<file path="config.mk">
export PLATFORM = sky130hd
export DESIGN_NAME = axi4_lite_slave_regs
export DESIGN_NICKNAME = d
export VERILOG_FILES = /design/src/rtl/axi_lite_pkg.sv /design/src/rtl/axi_lite_regbank.sv /design/src/rtl/axi4_lite_slave_regs.sv
export SDC_FILE = /design/constraint.sdc
export NUM_CORES = 1
export LEC_CHECK = 0
export ABC_AREA = 1
export BUFFER_PORTS_ARGS = -buffer_cell sky130_fd_sc_hd__buf_4
export CAP_MARGIN = 40
export CORE_AREA = 5 5 259 261
export DETAILED_ROUTE_END_ITERATION = 6
export DIE_AREA = 0 0 264 266
export GPL_TIMING_DRIVEN = 0
export HOLD_SLACK_MARGIN = 0.08
export PLACE_DENSITY = 0.7
export RECOVER_POWER = 100
export SLEW_MARGIN = 10
export SYNTH_ARGS = -nofsm -noshare
export SYNTH_HDL_FRONTEND = slang
export SYNTH_SLANG_ARGS = --single-unit
export TNS_END_PERCENT = 30
</file>
<file path="constraint.sdc">
create_clock -name clk -period 54.1 [get_ports clk]
set_input_delay 2.705 -clock clk [delete_from_list [all_inputs] [get_ports clk]]
set_output_delay 2.705 -clock clk [all_outputs]
set_load 0.05 [all_outputs]
</file>
<file path="src/rtl/axi_lite_pkg.sv">
// Shared AXI4-Lite definitions: response codes and channel FSM states.
package axi_lite_pkg;

  localparam logic [1:0] RESP_OKAY   = 2'b00;
  localparam logic [1:0] RESP_SLVERR = 2'b10;

  typedef enum logic {
    W_IDLE,
    W_RESP
  } wr_state_e;

  typedef enum logic {
    R_IDLE,
    R_DATA
  } rd_state_e;

endpackage

</file>
<file path="src/rtl/axi_lite_regbank.sv">
// Byte-strobed register array with one write port, one asynchronous read
// port and a flat view of every slot for the IP core.
module axi_lite_regbank #(
  parameter int unsigned DW    = 32,
  parameter int unsigned NSLOT = 15,
  parameter int unsigned IW    = 4
) (
  input  logic                clk,
  input  logic                rst,
  input  logic                we_i,
  input  logic [IW-1:0]       wr_idx_i,
  input  logic [DW-1:0]       wr_data_i,
  input  logic [DW/8-1:0]     wr_strb_i,
  input  logic [IW-1:0]       rd_idx_i,
  output logic [DW-1:0]       rd_data_o,
  output logic [NSLOT*DW-1:0] flat_o
);

  logic [DW-1:0] mem_q [NSLOT];

  // Slot storage: only strobed bytes of the addressed slot change.
  always_ff @(posedge clk or posedge rst) begin
    if (rst) begin
      for (int unsigned i = 0; i < NSLOT; i++) mem_q[i] <= '0;
    end else if (we_i) begin
      for (int unsigned k = 0; k < DW/8; k++) begin
        if (wr_strb_i[k]) mem_q[wr_idx_i][k*8 +: 8] <= wr_data_i[k*8 +: 8];
      end
    end
  end

  // Asynchronous read; indices past the last slot read as zero.
  always_comb begin
    rd_data_o = '0;
    if (rd_idx_i < IW'(NSLOT)) rd_data_o = mem_q[rd_idx_i];
  end

  // Flatten slots so slot i sits at bits [i*DW +: DW].
  always_comb begin
    flat_o = '0;
    for (int unsigned i = 0; i < NSLOT; i++) flat_o[i*DW +: DW] = mem_q[i];
  end

endmodule

</file>
<file path="src/rtl/axi4_lite_slave_regs.sv">
// AXI4-Lite responder exposing a control/status register bank. Independent
// write and read FSMs, one outstanding transaction per direction.
module axi4_lite_slave_regs #(
  parameter int unsigned data_width = 32,
  parameter int unsigned NUM_REGS   = 16
) (
  input  logic                                 clk,
  input  logic                                 reset,
  input  logic                                 AWvalid,
  output logic                                 AWready,
  input  logic [31:0]                          AWaddr,
  input  logic                                 Wvalid,
  output logic                                 Wready,
  input  logic [data_width-1:0]                Wdata,
  input  logic [data_width/8-1:0]              Wstrb,
  output logic                                 Bvalid,
  input  logic                                 Bready,
  output logic [1:0]                           Bresp,
  input  logic                                 ARvalid,
  output logic                                 ARready,
  input  logic [31:0]                          ARaddr,
  output logic                                 Rvalid,
  input  logic                                 Rready,
  output logic [data_width-1:0]                Rdata,
  output logic [1:0]                           Rresp,
  output logic [(NUM_REGS-1)*data_width-1:0]   Reg_Out,
  input  logic [data_width-1:0]                Status_In,
  output logic                                 Wr_Pulse,
  output logic [$clog2(NUM_REGS)-1:0]          Wr_Index
);

  import axi_lite_pkg::*;

  localparam int unsigned IDX_W = $clog2(NUM_REGS);
  localparam int unsigned NSLOT = NUM_REGS - 1;
  localparam logic [IDX_W-1:0] STATUS_IDX = IDX_W'(NSLOT);

  wr_state_e                 wstate_q;
  logic                      aw_held_q, w_held_q;
  logic [31:0]               awaddr_q;
  logic [data_width-1:0]     wdata_q;
  logic [data_width/8-1:0]   wstrb_q;
  logic                      awready_q, wready_q, bvalid_q;
  logic [1:0]                bresp_q;
  logic                      wr_pulse_q;
  logic [IDX_W-1:0]          wr_index_q;

  rd_state_e                 rstate_q;
  logic                      arready_q, rvalid_q;
  logic [data_width-1:0]     rdata_q;
  logic [1:0]                rresp_q;

  logic                      aw_hs, w_hs, aw_have, w_have, commit;
  logic [31:0]               cm_addr;
  logic [data_width-1:0]     cm_data;
  logic [data_width/8-1:0]   cm_strb;
  logic [IDX_W-1:0]          cm_idx, ar_idx;
  logic                      cm_ok, bank_we, ar_oor;
  logic [1:0]                bresp_d, rresp_d;
  logic [data_width-1:0]     bank_rdata, rdata_d;
  logic                      unused_addr_bits;

  // Write-side decode: a held beat wins over the live bus, so a commit can
  // use whichever of AW/W arrived earlier plus the one handshaking now.
  always_comb begin
    aw_hs    = AWvalid & awready_q;
    w_hs     = Wvalid & wready_q;
    aw_have  = aw_held_q | aw_hs;
    w_have   = w_held_q | w_hs;
    commit   = (wstate_q == W_IDLE) & aw_have & w_have;
    cm_addr  = aw_held_q ? awaddr_q : AWaddr;
    cm_data  = w_held_q ? wdata_q : Wdata;
    cm_strb  = w_held_q ? wstrb_q : Wstrb;
    cm_idx   = cm_addr[IDX_W+1:2];
    cm_ok    = ~(|cm_addr[31:IDX_W+2]) & (cm_idx != STATUS_IDX);
    bank_we  = commit & cm_ok;
    bresp_d  = cm_ok ? RESP_OKAY : RESP_SLVERR;
    unused_addr_bits = ^{cm_addr[1:0], ARaddr[1:0]};
  end

  // Read-side decode and response mux.
  always_comb begin
    ar_idx  = ARaddr[IDX_W+1:2];
    ar_oor  = |ARaddr[31:IDX_W+2];
    rdata_d = bank_rdata;
    rresp_d = RESP_OKAY;
    if (ar_oor) begin
      rdata_d = '0;
      rresp_d = RESP_SLVERR;
    end else if (ar_idx == STATUS_IDX) begin
      rdata_d = Status_In;
    end
  end

  axi_lite_regbank #(
    .DW    (data_width),
    .NSLOT (NSLOT),
    .IW    (IDX_W)
  ) u_bank (
    .clk       (clk),
    .rst       (reset),
    .we_i      (bank_we),
    .wr_idx_i  (cm_idx),
    .wr_data_i (cm_data),
    .wr_strb_i (cm_strb),
    .rd_idx_i  (ar_idx),
    .rd_data_o (bank_rdata),
    .flat_o    (Reg_Out)
  );

  // Write FSM: collect AW and W in any order, commit, then hold B until taken.
  always_ff @(posedge clk or posedge reset) begin
    if (reset) begin
      wstate_q   <= W_IDLE;
      aw_held_q  <= 1'b0;
      w_held_q   <= 1'b0;
      awaddr_q   <= '0;
      wdata_q    <= '0;
      wstrb_q    <= '0;
      awready_q  <= 1'b0;
      wready_q   <= 1'b0;
      bvalid_q   <= 1'b0;
      bresp_q    <= RESP_OKAY;
      wr_pulse_q <= 1'b0;
      wr_index_q <= '0;
    end else begin
      wr_pulse_q <= 1'b0;
      case (wstate_q)
        W_IDLE: begin
          if (aw_hs) awaddr_q <= AWaddr;
          if (w_hs) begin
            wdata_q <= Wdata;
            wstrb_q <= Wstrb;
          end
          if (commit) begin
            wstate_q  <= W_RESP;
            aw_held_q <= 1'b0;
            w_held_q  <= 1'b0;
            awready_q <= 1'b0;
            wready_q  <= 1'b0;
            bvalid_q  <= 1'b1;
            bresp_q   <= bresp_d;
            if (cm_ok) begin
              wr_pulse_q <= 1'b1;
              wr_index_q <= cm_idx;
            end
          end else begin
            aw_held_q <= aw_have;
            w_held_q  <= w_have;
            awready_q <= ~aw_have;
            wready_q  <= ~w_have;
          end
        end
        W_RESP: begin
          if (Bready) begin
            bvalid_q  <= 1'b0;
            awready_q <= 1'b1;
            wready_q  <= 1'b1;
            wstate_q  <= W_IDLE;
          end
        end
        default: wstate_q <= W_IDLE;
      endcase
    end
  end

  // Read FSM: register data on AR handshake, hold it until R is taken.
  always_ff @(posedge clk or posedge reset) begin
    if (reset) begin
      rstate_q  <= R_IDLE;
      arready_q <= 1'b0;
      rvalid_q  <= 1'b0;
      rdata_q   <= '0;
      rresp_q   <= RESP_OKAY;
    end else begin
      case (rstate_q)
        R_IDLE: begin
          if (ARvalid && arready_q) begin
            rdata_q   <= rdata_d;
            rresp_q   <= rresp_d;
            rvalid_q  <= 1'b1;
            arready_q <= 1'b0;
            rstate_q  <= R_DATA;
          end else begin
            arready_q <= 1'b1;
          end
        end
        R_DATA: begin
          if (Rready) begin
            rvalid_q  <= 1'b0;
            arready_q <= 1'b1;
            rstate_q  <= R_IDLE;
          end
        end
        default: rstate_q <= R_IDLE;
      endcase
    end
  end

  assign AWready  = awready_q;
  assign Wready   = wready_q;
  assign Bvalid   = bvalid_q;
  assign Bresp    = bresp_q;
  assign ARready  = arready_q;
  assign Rvalid   = rvalid_q;
  assign Rdata    = rdata_q;
  assign Rresp    = rresp_q;
  assign Wr_Pulse = wr_pulse_q;
  assign Wr_Index = wr_index_q;

endmodule
</file>
==> metrics <==
status complete, but fails checks; violations in the final reports max-capacitance violations, max-slew violations; slew of the pin with the lowest slew margin 6.18 ns; Post-synth ARST share 1.00; Die X 264 µm; Yosys warning count 0; estimated wirelength of the detail-placed design 114 mm; number of hold violations in the final report 0; # setup viols final 0; CTS-repair resized insts 0; buffers inserted by post-CTS timing repair 0; Pre-Repair DR Iteration Count 6; top_reg_cell synth dfrtp_1; initial antenna violation count 2; Crit. End Element async pin; CTS tree built; terminus of the critical flop-to-flop path u_bank.flat_o[88]; area overhead of the layout relative to synthesis 20.4%; count of antenna-violating nets left after detailed routing 0; overall power consumption 1.29 mW; final period utilization 0.231; FF-to-FF path depth 12; Cell Rows 93; Seq cells post-synth 594; cell types with the largest area share after synthesis dfrtp_1, nand2_1, nand4_1, nor2_1, o21ai_0; Min-Delay Path Depth 1; critical path startpoint category primary input; via count of the routed design 32,958; detail-routed net length per standard cell 26.9 µm; Ports 665; most common cell in the synthesized netlist nand2_1; number of nets in the final layout 4,660; first-pass GRT wire length 208 mm; number of H-tree levels 3; total standard cell area after synthesis 0.0296 mm²; Hold Startpoint rstate_q; Via-to-Cell Ratio 6.08; Fill cells 6,714; Root Buffer clkbuf_16; detailed-routing wirelength on met1 53.9 mm; DRC violation count after routing 0; Max clock buf depth 3; most area-hungry cell type in the Yosys netlist dfrtp_1; CTS buffer count 68; hold bufs inserted after CTS 0; number of max-slew violations in the final report 607; worst setup skew after layout 0.0151 ns; Slew HR -3.12; Reg2Reg Launch Point aw_held_q; number of synthesized flops with an enable pin 0; power density cells 36.3 mW/mm²; routed wire length on met2 63.6 mm; global-route usage over all layers 0.395; highest metal layer with signal wires met5; Reg clk slew, reported paths 0.06 ns; layout cell share with drive strength beyond 1 0.0723; met3 layer wire length in the routed design 18.7 mm; pin count of the biggest net entering global routing 113; R2R setup slack 49.59 ns; Detailed Route Iter0 Violations 4,823; required time of the worst setup path 53.31 ns; area inside the core boundary 0.0642 mm²; vertical die dimension 266 µm; share of the yosys chip area belonging to registers 0.502; number of input and output port buffers inserted 655; number of distinct library cells after synthesis 34; initial standard-cell utilization of the core 0.461; leakage component of the power 17.7 nW; class of the most critical setup path in2async; Die Outline Area 0.0702 mm²; post-synthesis area per instance 7.86 µm²; final weighted congestion in routability-driven placement 1.02; Setup TNS Final 0 ns; unrepaired setup endpoints after global routing no; number of cells produced by synthesis 3,769; clock network latency to the later pin of the worst-skew pair 0.61 ns; Max-cap violations 7; most numerous cell types in the synthesized netlist nand2_1, dfrtp_1, nand4_1, nor2_1, o21ai_0; achievable frequency 0.0800 GHz; Max FO, Critical Path 112; Tightest Hold Check Type reg2reg; time the final worst path needs with I/O delays and setup 12.50 ns; Final Routed Wirelength 146 mm; Overflow after GRT 0; endpoint arrival time on the critical path 11.71 ns; endpoint with the worst hold slack Rvalid; vias in the first global route 30,046; share of Yosys cell area claimed by the top area cell type 0.502; worst vdd rail ir drop 0.0335 mV; number of sinks driven by the clock tree 594
## metrics by stage
step | utilization | std cells | hold WS (ns) | setup slack, ns | area, µm²
final | 0.555 | 5423 | 0.442 | 41.60 | 35600
after global routing | 0.555 | 5421 | 0.464 | 39.59 | 35600
after detailed placement | 0.560 | 5304 | 0.434 | 48.61 | 36000
after CTS | 0.595 | 5419 | 0.441 | 49.22 | 38200
after floorplan | - | 3770 | 0.417 | 34.77 | 29600
after global placement | 0.554 | 5280 | 0.425 | 27.41 | 35600
## cell type report
| type | instances | area (µm²) | area share |
|---|---|---|---|
| Antenna cell | 2 | 5.00 | 0.000140 |
| Buffer | 309 | 1270 | 0.0357 |
| Clock buffer | 107 | 2110 | 0.0593 |
| Clock inverter | 8 | 140 | 0.00393 |
| Inverter | 75 | 285 | 0.00800 |
| Multi-Input combinational cell | 2792 | 12700 | 0.357 |
| Sequential cell | 594 | 14900 | 0.417 |
| Tap cell | 855 | 1070 | 0.0300 |
| Timing Repair Buffer | 681 | 3170 | 0.0889 |
## cells by family (layout without fill, tap and decap cells)
group | after synthesis | after routing | share of synthesized area
mux | 22 | 22 | 0.00837
simple gates | 2459 | 2459 | 0.371
compound gates | 309 | 309 | 0.0548
other cells | 1 | 4 | 0.000127
flops | 594 | 594 | 0.502
buf+inv | 384 | 1180 | 0.0638
## worst max-delay path: stages
cell	delay, ns
clkbuf_4	0.11
clkinvlp_2	1.58
clkbuf_1	2.61
clkbuf_1	4.40
## layer usage
metal	up-vias	global-route usage
met5	-	0
met4	4	0.184
met3	495	0.126
met2	2389	0.606
met1	15839	0.514
li1	14231	-
## placed cells by master, fill, tap and decap left out, types with 22 or more instances in the layout
master	n
nand4_1	546
inv_1	70
clkbuf_16	73
o21ai_1	32
mux2_2	22
dfrtp_1	594
nand2_1	1424
nand3_1	147
nor2_1	314
o21ai_0	229
buf_4	142
clkbuf_1	805
## worst max-delay path by stage
stage,start,slack (ns),cells past startpoint,to
2_1_floorplan,reset,34.77,1,ARready
3_3_place_gp,reset,27.41,2,Rdata[5]
3_5_place_dp,ARaddr[2],48.61,11,Rdata[0]
4_1_cts,ARaddr[2],49.22,11,Rdata[0]
5_1_grt,reset,39.59,4,Rdata[5]
6_report,reset,41.60,4,u_bank.flat_o[450]
## where the power goes
group	switching (mW)	internal [mW]	leakage, nW	total [mW]
logic	0.264	0.0623	8.47	0.326
registers	0.0143	0.472	8.16	0.486
clock network	0.196	0.286	1.11	0.482
## registers in the layout (all words and copies together), names as in the netlist, 4 cells and up
| name | count |
|---|---|
| u_bank.flat_o | 480 |
| Rdata | 32 |
| wstrb_q | 4 |
| wdata_q | 32 |
| awaddr_q | 30 |
| Wr_Index | 4 |
Note: power is estimated with default switching activity, not from simulation.
